File: src/rtl/mem_hold_arbiter.sv
// Memory-side responder for the video DMA hold protocol: halts the CPU, waits for BA,
// then hands the shared asynchronous SRAM to the DMA master until hold is dropped.
module mem_hold_arbiter #(
  parameter int HALT_TIMEOUT = 15
) (
  input  logic        clk,
  input  logic        rst,
  input  logic        hold,
  input  logic        vramcs,
  input  logic [15:0] vaddr,
  output logic [7:0]  vdata,
  output logic        hlda,
  input  logic [15:0] cpu_addr,
  input  logic [7:0]  cpu_do,
  input  logic        cpu_rw,
  input  logic        cpu_vma,
  output logic [7:0]  cpu_di,
  output logic        cpu_halt,
  input  logic        cpu_ba,
  output logic [15:0] mem_addr,
  output logic [7:0]  mem_do,
  input  logic [7:0]  mem_di,
  output logic        mem_we,
  output logic        mem_ce,
  output logic        timeout,
  output logic        late_grant,
  output logic [1:0]  dbg_state
);

  // Handshake: hold is a level request and hlda a level acknowledge; the master may
  // strobe vramcs only while hlda is high, and hold must stay high for the whole burst.
  typedef enum logic [1:0] {
    ST_IDLE     = 2'd0,
    ST_HALT_REQ = 2'd1,
    ST_GRANT    = 2'd2,
    ST_RELEASE  = 2'd3
  } state_t;

  localparam logic [7:0] TIMEOUT_CNT = 8'(HALT_TIMEOUT);

  state_t     state;
  logic [7:0] wait_cnt;

  assign dbg_state = state;

  always_ff @(posedge clk) begin
    if (rst) begin
      state      <= ST_IDLE;
      cpu_halt   <= 1'b0;
      hlda       <= 1'b0;
      timeout    <= 1'b0;
      late_grant <= 1'b0;
      wait_cnt   <= 8'd0;
    end else begin
      if (vramcs && !hlda) late_grant <= 1'b1;
      case (state)
        ST_IDLE: begin
          if (hold) begin
            state    <= ST_HALT_REQ;
            cpu_halt <= 1'b1;
            wait_cnt <= 8'd0;
          end
        end
        ST_HALT_REQ: begin
          if (wait_cnt != 8'hFF) wait_cnt <= wait_cnt + 8'd1;
          if (!cpu_ba && wait_cnt == TIMEOUT_CNT) timeout <= 1'b1;
          // A dropped request wins over a BA arriving in the same cycle: no grant.
          if (!hold) begin
            state    <= ST_RELEASE;
            cpu_halt <= 1'b0;
          end else if (cpu_ba) begin
            state <= ST_GRANT;
            hlda  <= 1'b1;
          end
        end
        ST_GRANT: begin
          if (!hold) begin
            state    <= ST_RELEASE;
            cpu_halt <= 1'b0;
            hlda     <= 1'b0;
          end
        end
        ST_RELEASE: begin
          state    <= ST_IDLE;
          cpu_halt <= 1'b0;
          hlda     <= 1'b0;
        end
        default: begin
          state    <= ST_IDLE;
          cpu_halt <= 1'b0;
          hlda     <= 1'b0;
        end
      endcase
    end
  end

  // DMA side is read-only, so mem_we can only ever come from the CPU.
  always_comb begin
    mem_addr = cpu_addr;
    mem_do   = cpu_do;
    mem_ce   = cpu_vma;
    mem_we   = cpu_vma & ~cpu_rw;
    cpu_di   = mem_di;
    vdata    = 8'hFF;
    if (hlda) begin
      mem_addr = vaddr;
      mem_ce   = vramcs;
      mem_we   = 1'b0;
      cpu_di   = 8'hFF;
      vdata    = mem_di;
    end
  end

endmodule

File: config.mk
export PLATFORM = sky130hd
export DESIGN_NAME = mem_hold_arbiter
export DESIGN_NICKNAME = d
export VERILOG_FILES = /design/src/rtl/mem_hold_arbiter.sv
export SDC_FILE = /design/constraint.sdc
export NUM_CORES = 1
export LEC_CHECK = 0
export CAP_MARGIN = 20
export CORE_MARGIN = 2
export CORE_UTILIZATION = 32
export CTS_BUF_LIST = sky130_fd_sc_hd__clkbuf_4 sky130_fd_sc_hd__clkbuf_8 sky130_fd_sc_hd__clkbuf_16
export DETAILED_ROUTE_END_ITERATION = 7
export PLACE_DENSITY = 0.81
export SLEW_MARGIN = 0
export SYNTH_ARGS = -nofsm -noshare
export SYNTH_HDL_FRONTEND = slang
export SYNTH_SLANG_ARGS = --single-unit
export TNS_END_PERCENT = 30
File: constraint.sdc
create_clock -name clk -period 4.87 [get_ports clk]
set_clock_uncertainty 0.15 [all_clocks]
set_input_delay 0.7305 -clock clk [delete_from_list [all_inputs] [get_ports clk]]
set_output_delay 0.7305 -clock clk [all_outputs]
set_load 0.02 [all_outputs]
---- Yosys cells after proc, flatten, opt, wreduce, memory -nomap -nowiden ----
Cells that the tools add are included.
operators by class
  muxes and demuxes ....................... 19
  bitwise gates (word level) .............. 2
  reduce and logical (&&, ||, !) cells .... 13
  equality and inequality tests ........... 12
  add/subtract/negate cells ............... 1
operators with widths
  kind                 count
  $mux 8               4
  $mux 16              1
  $pmux 8 s2           1
  $ne 2x2->1 const B   6
  $add 8x1->8 const B  1
  $eq 8x4->1 const B   1
  $mux 2               4
  $ne 8x8->1 const B   1
  $pmux 2 s4           1
  $mux 1               6
  $pmux 1 s3           2
  $reduce_and 3->1     2
  $eq 2x2->1 const B   2
  $reduce_and 2->1     2
  $reduce_and 4->1     1
  $ne 3x3->1 const B   1
  $reduce_bool 3->1    1
  $eq 2x1->1 const B   1
  $logic_and 1x1->1    2
  $logic_not 1->1      2
  $logic_not 2->1      1
  $reduce_bool 2->1    1
  $reduce_or 2->1      1
  $and 1x1->1          1
  $not 1->1            1
word-level totals
  register bits ........................... 14

---- Logic depth before layout (Yosys ltp) ----
Gate-level depths: netlist of run 1.
  word-level depth ........................ 4
  depth in mapped cells ................... 7
  mapped depth without buffers ............ 6

---- Worst setup path after synthesis of run 1 ----
Ideal clock, no wire load.
  kind .................................... flip-flop to output port
  start point ............................. register hlda
  end point ............................... output port mem_addr[14]
  cell stages (with the launch flop) ...... 4
  path buffers ............................ 2
  slack ................................... 2563 ps
  arrival ................................. 1427 ps
  cells stage by stage .................... dfxtp_1 clkbuf_1 clkbuf_1 mux2_2
on the way
  longest elaborated chain between the ends .. 1
ends and longest elaborated chain
  what                    RTL line  source
  start, declared         12        output logic hlda,
  start signal, assigned  50        hlda <= 1'b0;
  start signal, assigned  73        hlda <= 1'b1;
  start signal, assigned  80        hlda <= 1'b0;
  $mux 16                 105       if (hlda) begin
  end, declared           20        output logic [15:0] mem_addr,
Every way passes these cells.

---- Worst setup path after layout of run 1 ----
Ends and elaborated chain as after synthesis.

==> results.json, run 1 <==
{
  "p_int_uw": 560,
  "yosys_warnings": 0,
  "critPathRequiredTime_ns": 3.99,
  "synth_top_area_cell": "dfxtp_1",
  "first_global_vias": 1217,
  "combPwrFrac_pct": 70.1,
  "drt_iter0_markers": 25,
  "rsz0062_at_grt": "no",
  "cts_tree": "built",
  "synth_nets": 204,
  "ctsRootBufferMaster": "clkbuf_8",
  "clkPwrFrac_pct": 11.6,
  "grt_max_degree": 22,
  "hold_viol": 0,
  "crit_fanout": 21,
  "synth_edf_count": 0,
  "coreArea_mm2": 0.00361,
  "post-place-cells": 263,
  "dp_slack_ns": 2.02,
  "min_period_over_period_pct": 63.4,
  "dp_hpwl_mm": 2.86,
  "crit_arrival_ns": 2.21,
  "drive_gt1_share_pct": 15.5,
  "max_cap_viol_count": 0,
  "cts.sinks": 14,
  "viasPerCell": 4.81,
  "slew_headroom_pct": 57.3,
  "vias": 1283,
  "status": "finished clean",
  "cts_setup_buffers": 0,
  "clock_path_buffers": 2,
  "worstMarginPinSlew_ns": 0.639,
  "cp-start-kind": "register",
  "cts_resized": 0,
  "drcViolationCount": 0,
  "firstDrtPassIters": 7,
  "avgSynthCellArea_um2": 8.29,
  "vdd_drop_max_mv": 0.224,
  "holdWs_ns": 0.320,
  "hold_class": "reg -> reg",
  "ant_nets": 0,
  "grt-ovfl-total": 0,
  "p_total_uw": 974,
  "synth.distinct_cells": 33,
  "swShare_pct": 42.5,
  "start_util_pct": 32.9,
  "postCtsHoldBufs": 0,
  "power_density_mw_per_mm2": 471,
  "layout_common_cells": "clkdlybuf4s50_1, mux2_2, nor2_1",
  "syn_inst": 143,
  "cts_made_buffers": 3,
  "post-route-min-period_ns": 3.09,
  "ioPinCount": 103,
  "area_growth_pct": 74.6,
  "fin_nets": 281,
  "htreeDepth": 1,
  "gp_congestion": 0.878,
  "grt_pass1_wl_mm": 5.68,
  "routedWlPerCell_um": 13.3,
  "timing.fmax_mhz": 324,
  "fin_tns_setup_ns": 0,
  "synth.top_cell.area_share_pct": 23.7,
  "ys_seq_area_share_pct": 23.7,
  "ys.flop_type": "dfxtp_1",
  "wl_mm": 3.54,
  "ys_async_sr_fraction_pct": 0,
  "netlist_area_mm2": 0.00118,
  "crit_type": "reg -> out",
  "p_switching_uw": 414,
  "power_frac_seq_pct": 18.2,
  "maxSlewViolCount": 0,
  "dieArea_mm2": 0.00421,
  "final_common_cell": "clkdlybuf4s50_1",
  "end_kind": "primary output",
  "synthTopCellsByArea": "dfxtp_1, mux2_2, ha_1, buf_4, nand2b_1",
  "setup_ws_ns": 1.78,
  "path_clk_slew_ns": 0.06,
  "clock_latency_ns": 0.25,
  "grt.total_usage_pct": 17.2,
  "die_w_um": 64.9,
  "p_leak_nw": 0.778,
  "setup_viol": 0,
  "io_buffers": 86,
  "ys_seq_elements": 14,
  "antenna_found_initial": 0,
  "rows": 22,
  "diodes": 0,
  "die_h_um": 64.9,
  "fin_cells": 267
}
[worst paths after layout]
kind,from,endpoint,slack (ns),cells after the start
max,hlda$_SDFFE_PP0P_,mem_addr[14],1.78,3
min reg2reg,wait_cnt[1]$_SDFFE_PP0P_,wait_cnt[1]$_SDFFE_PP0P_,0.32,2
min,wait_cnt[1]$_SDFFE_PP0P_,wait_cnt[1]$_SDFFE_PP0P_,0.32,2
max reg2reg,dbg_state[1]$_SDFFE_PP0P_,wait_cnt[3]$_SDFFE_PP0P_,2.83,6
[cells in the mapped netlist (2+ instances only)]
library cell / count
nor3_1: 2
ha_1: 6
mux2i_1: 4
mux2_2: 16
a31oi_1: 3
clkbuf_1: 4
buf_4: 8
nand3_1: 6
and2_1: 2
o21a_1: 4
o21ai_0: 4
nand2_1: 8
inv_1: 5
a21oi_1: 9
nand2b_1: 9
or2_2: 8
nor2_1: 15
buf_2: 2
dfxtp_1: 14
[power groups by stage]
stage / sequential, mW / clock (mW) / combinational [mW]
floorplan: 0.178 / 0 / 0.423
global placement: 0.180 / 0 / 0.678
detailed placement: 0.181 / 0 / 0.680
CTS: 0.178 / 0.117 / 0.685
global route: 0.185 / 0.123 / 0.739
finish: 0.178 / 0.113 / 0.683
[per-layer routing]
layer	global-route usage [%]	up-vias	wire length, µm
li1	-	642	-
met1	20.9	576	1510
met2	28.6	60	1610
met3	4.17	5	361
met4	7.98	0	59
met5	0	-	0
[through the flow]
step	util [%]	area, µm²
after detailed placement	55.8	2010
after global placement	55.8	2010
after CTS	57.4	2070
after floorplan	-	1180
final	57.4	2070
after global routing	57.4	2070
[registers in the layout, indices dropped and copies added (netlist names)]
name,flops
cpu_halt,1
dbg_state,2
hlda,1
late_grant,1
timeout,1
wait_cnt,8
[cells by family after synthesis]
family | count (synthesis) | share of synthesized area, %
compound gates | 27 | 15.2
fa+ha+maj | 6 | 6.34
buf+inv | 20 | 10.0
flops | 14 | 23.7
mux | 21 | 19.9
simple gates | 55 | 24.9
[final cells by class]
cell class,instances,area [µm²]
multi-input combinational,109,786
clock buffer,4,55.1
fill,327,1540
inverter,5,18.8
timing repair buffer,87,868
sequential,14,280
tap,48,60.1
[worst max-delay path, cell delays in order, from the launching register on]
cell	delay (ns)
dfxtp_1	0.73
buf_4	0.34
mux2_2	0.35
clkdlybuf4s50_1	0.53
Power figures use the tool's default switching activity.
==> run 2: changes to the inputs <==
clock period = 3 ns   (was 4.87 ns; I/O delays follow)
==> run 2 against run 1 <==
Compared with the run above: cell count shrank 0.37%; design area shrank 0.67%; die area is the same; combinational power grew 65%; hold slack lost 0.0020 ns; core utilization shrank 0.38 points; register-to-register slack lost 1.9 ns; routed wire length shrank 0.57%; count of clock-buffer cells in the layout shrank 1; clock power grew 39%; via count grew 0.47%; highest routed layer unchanged.
==> results.json, run 2 (synthesis gave the netlist of run 1 again) <==
{
  "drcViolationCount": 0,
  "dieArea_mm2": 0.00421,
  "p_switching_uw": 665,
  "grt-ovfl-total": 0,
  "rsz0062_at_grt": "no",
  "crit_slowest_cell": "clkdlybuf4s50_1",
  "cts_tree": "built",
  "largest_reg_flops": 8,
  "final_util_pct": 57.0,
  "cts_setup_buffers": 0,
  "crit_fanout": 35,
  "vdd_drop_max_mv": 0.527,
  "postCtsHoldBufs": 0,
  "clock_latency_ns": 0.25,
  "power_density_mw_per_mm2": 753,
  "drt_iter0_markers": 35,
  "cp_num_buf_inv": 2,
  "ioPinCount": 103,
  "cts_made_buffers": 3,
  "layout_common_cells": "clkdlybuf4s50_1, mux2_2, nor2_1",
  "final_common_cell": "clkdlybuf4s50_1",
  "top_register": "wait_cnt",
  "rows": 22,
  "timing.fmax_mhz": 412,
  "critPathRequiredTime_ns": 2.40,
  "fin_tns_setup_ns": 0,
  "dp_hpwl_mm": 2.82,
  "cts.sinks": 14,
  "worstMarginPinSlew_ns": 0.464,
  "clkPwrFrac_pct": 10.2,
  "antenna_found_initial": 0,
  "die_h_um": 64.9,
  "gp_congestion": 0.829,
  "cp-start-kind": "register",
  "crit_type": "reg -> out",
  "crit_arrival_ns": 1.83,
  "setup_viol": 0,
  "routedWlPerCell_um": 13.2,
  "cts_resized": 0,
  "crit_path_cell_trace": "buf_4 -> mux2_2 -> clkdlybuf4s50_1",
  "critical-path-top-delay-family": "buffers and inverters",
  "combPwrFrac_pct": 73.3,
  "post-route-min-period_ns": 2.43,
  "post-place-cells": 263,
  "power_frac_seq_pct": 16.6,
  "min_period_over_period_pct": 81.0,
  "fin_nets": 281,
  "p_leak_nw": 0.771,
  "grt_pass1_wl_mm": 5.39,
  "ctsRootBufferMaster": "clkbuf_8",
  "grt_max_degree": 36,
  "p_total_mw": 1.55,
  "max_cap_viol_count": 0,
  "first_global_vias": 1095,
  "viasPerCell": 4.85,
  "fin_cells": 266,
  "firstDrtPassIters": 4,
  "coreArea_mm2": 0.00361,
  "htreeDepth": 1,
  "io_buffers": 86,
  "wl_mm": 3.52,
  "p_int_uw": 881,
  "grt.total_usage_pct": 16.5,
  "ant_nets": 0,
  "clock_path_buffers": 2,
  "slew_headroom_pct": 69.0,
  "path_clk_slew_ns": 0.06,
  "hold_viol": 0,
  "status": "finished clean",
  "hold_class": "reg -> reg",
  "maxSlewViolCount": 0,
  "vias": 1289,
  "drive_gt1_share_pct": 15.1,
  "area_growth_pct": 73.4,
  "end_kind": "primary output",
  "die_w_um": 64.9,
  "diodes": 0,
  "swShare_pct": 43.0,
  "start_util_pct": 32.9,
  "cpPeakStageDelay_ns": 0.55
}
-- run 2: final timing paths --
check | start | end | slack (ns) | depth (start not counted)
max | hlda$_SDFFE_PP0P_ | mem_addr[12] | 0.57 | 3
min | late_grant$_SDFFE_PP0P_ | late_grant$_SDFFE_PP0P_ | 0.32 | 2
max reg2reg | dbg_state[1]$_SDFFE_PP0P_ | wait_cnt[3]$_SDFFE_PP0P_ | 0.93 | 6
min reg2reg | late_grant$_SDFFE_PP0P_ | late_grant$_SDFFE_PP0P_ | 0.32 | 2
-- run 2: final cells by class --
type / instances / area, µm²
Clock buffer: 3 / 41.3
Fill cell: 331 / 1550
Inverter: 5 / 18.8
Multi-Input combinational cell: 109 / 786
Sequential cell: 14 / 280
Tap cell: 48 / 60.1
Timing Repair Buffer: 87 / 868
-- run 2: power groups by stage --
stage / registers [mW] / logic (mW) / clock network [mW]
global route: 0.263 / 1.23 / 0.164
global placement: 0.260 / 1.13 / 0
detailed placement: 0.261 / 1.14 / 0
floorplan: 0.289 / 0.687 / 0
CTS: 0.257 / 1.14 / 0.158
finish: 0.256 / 1.13 / 0.157
-- run 2: worst min-delay path, cell delays in order, from the launching register on --
cell and delay, ns:
dfxtp_1 0.32, a21oi_1 0.04, nor2_1 0.07
-- run 2: per-layer routing --
layer	wire length, µm	track usage, %
met5	0	0
met4	64	7.98
met3	347	3.47
met2	1570	27.3
met1	1530	20.2
-- run 2: through the flow --
step | instance area, µm² | setup slack, ns | hold slack, ns
after floorplan | 1180 | 0.973 | 0.299
after global placement | 2010 | 0.718 | 0.299
after detailed placement | 2010 | 0.722 | 0.311
after CTS | 2050 | 0.563 | 0.325
after global routing | 2050 | 0.491 | 0.352
final | 2050 | 0.571 | 0.318
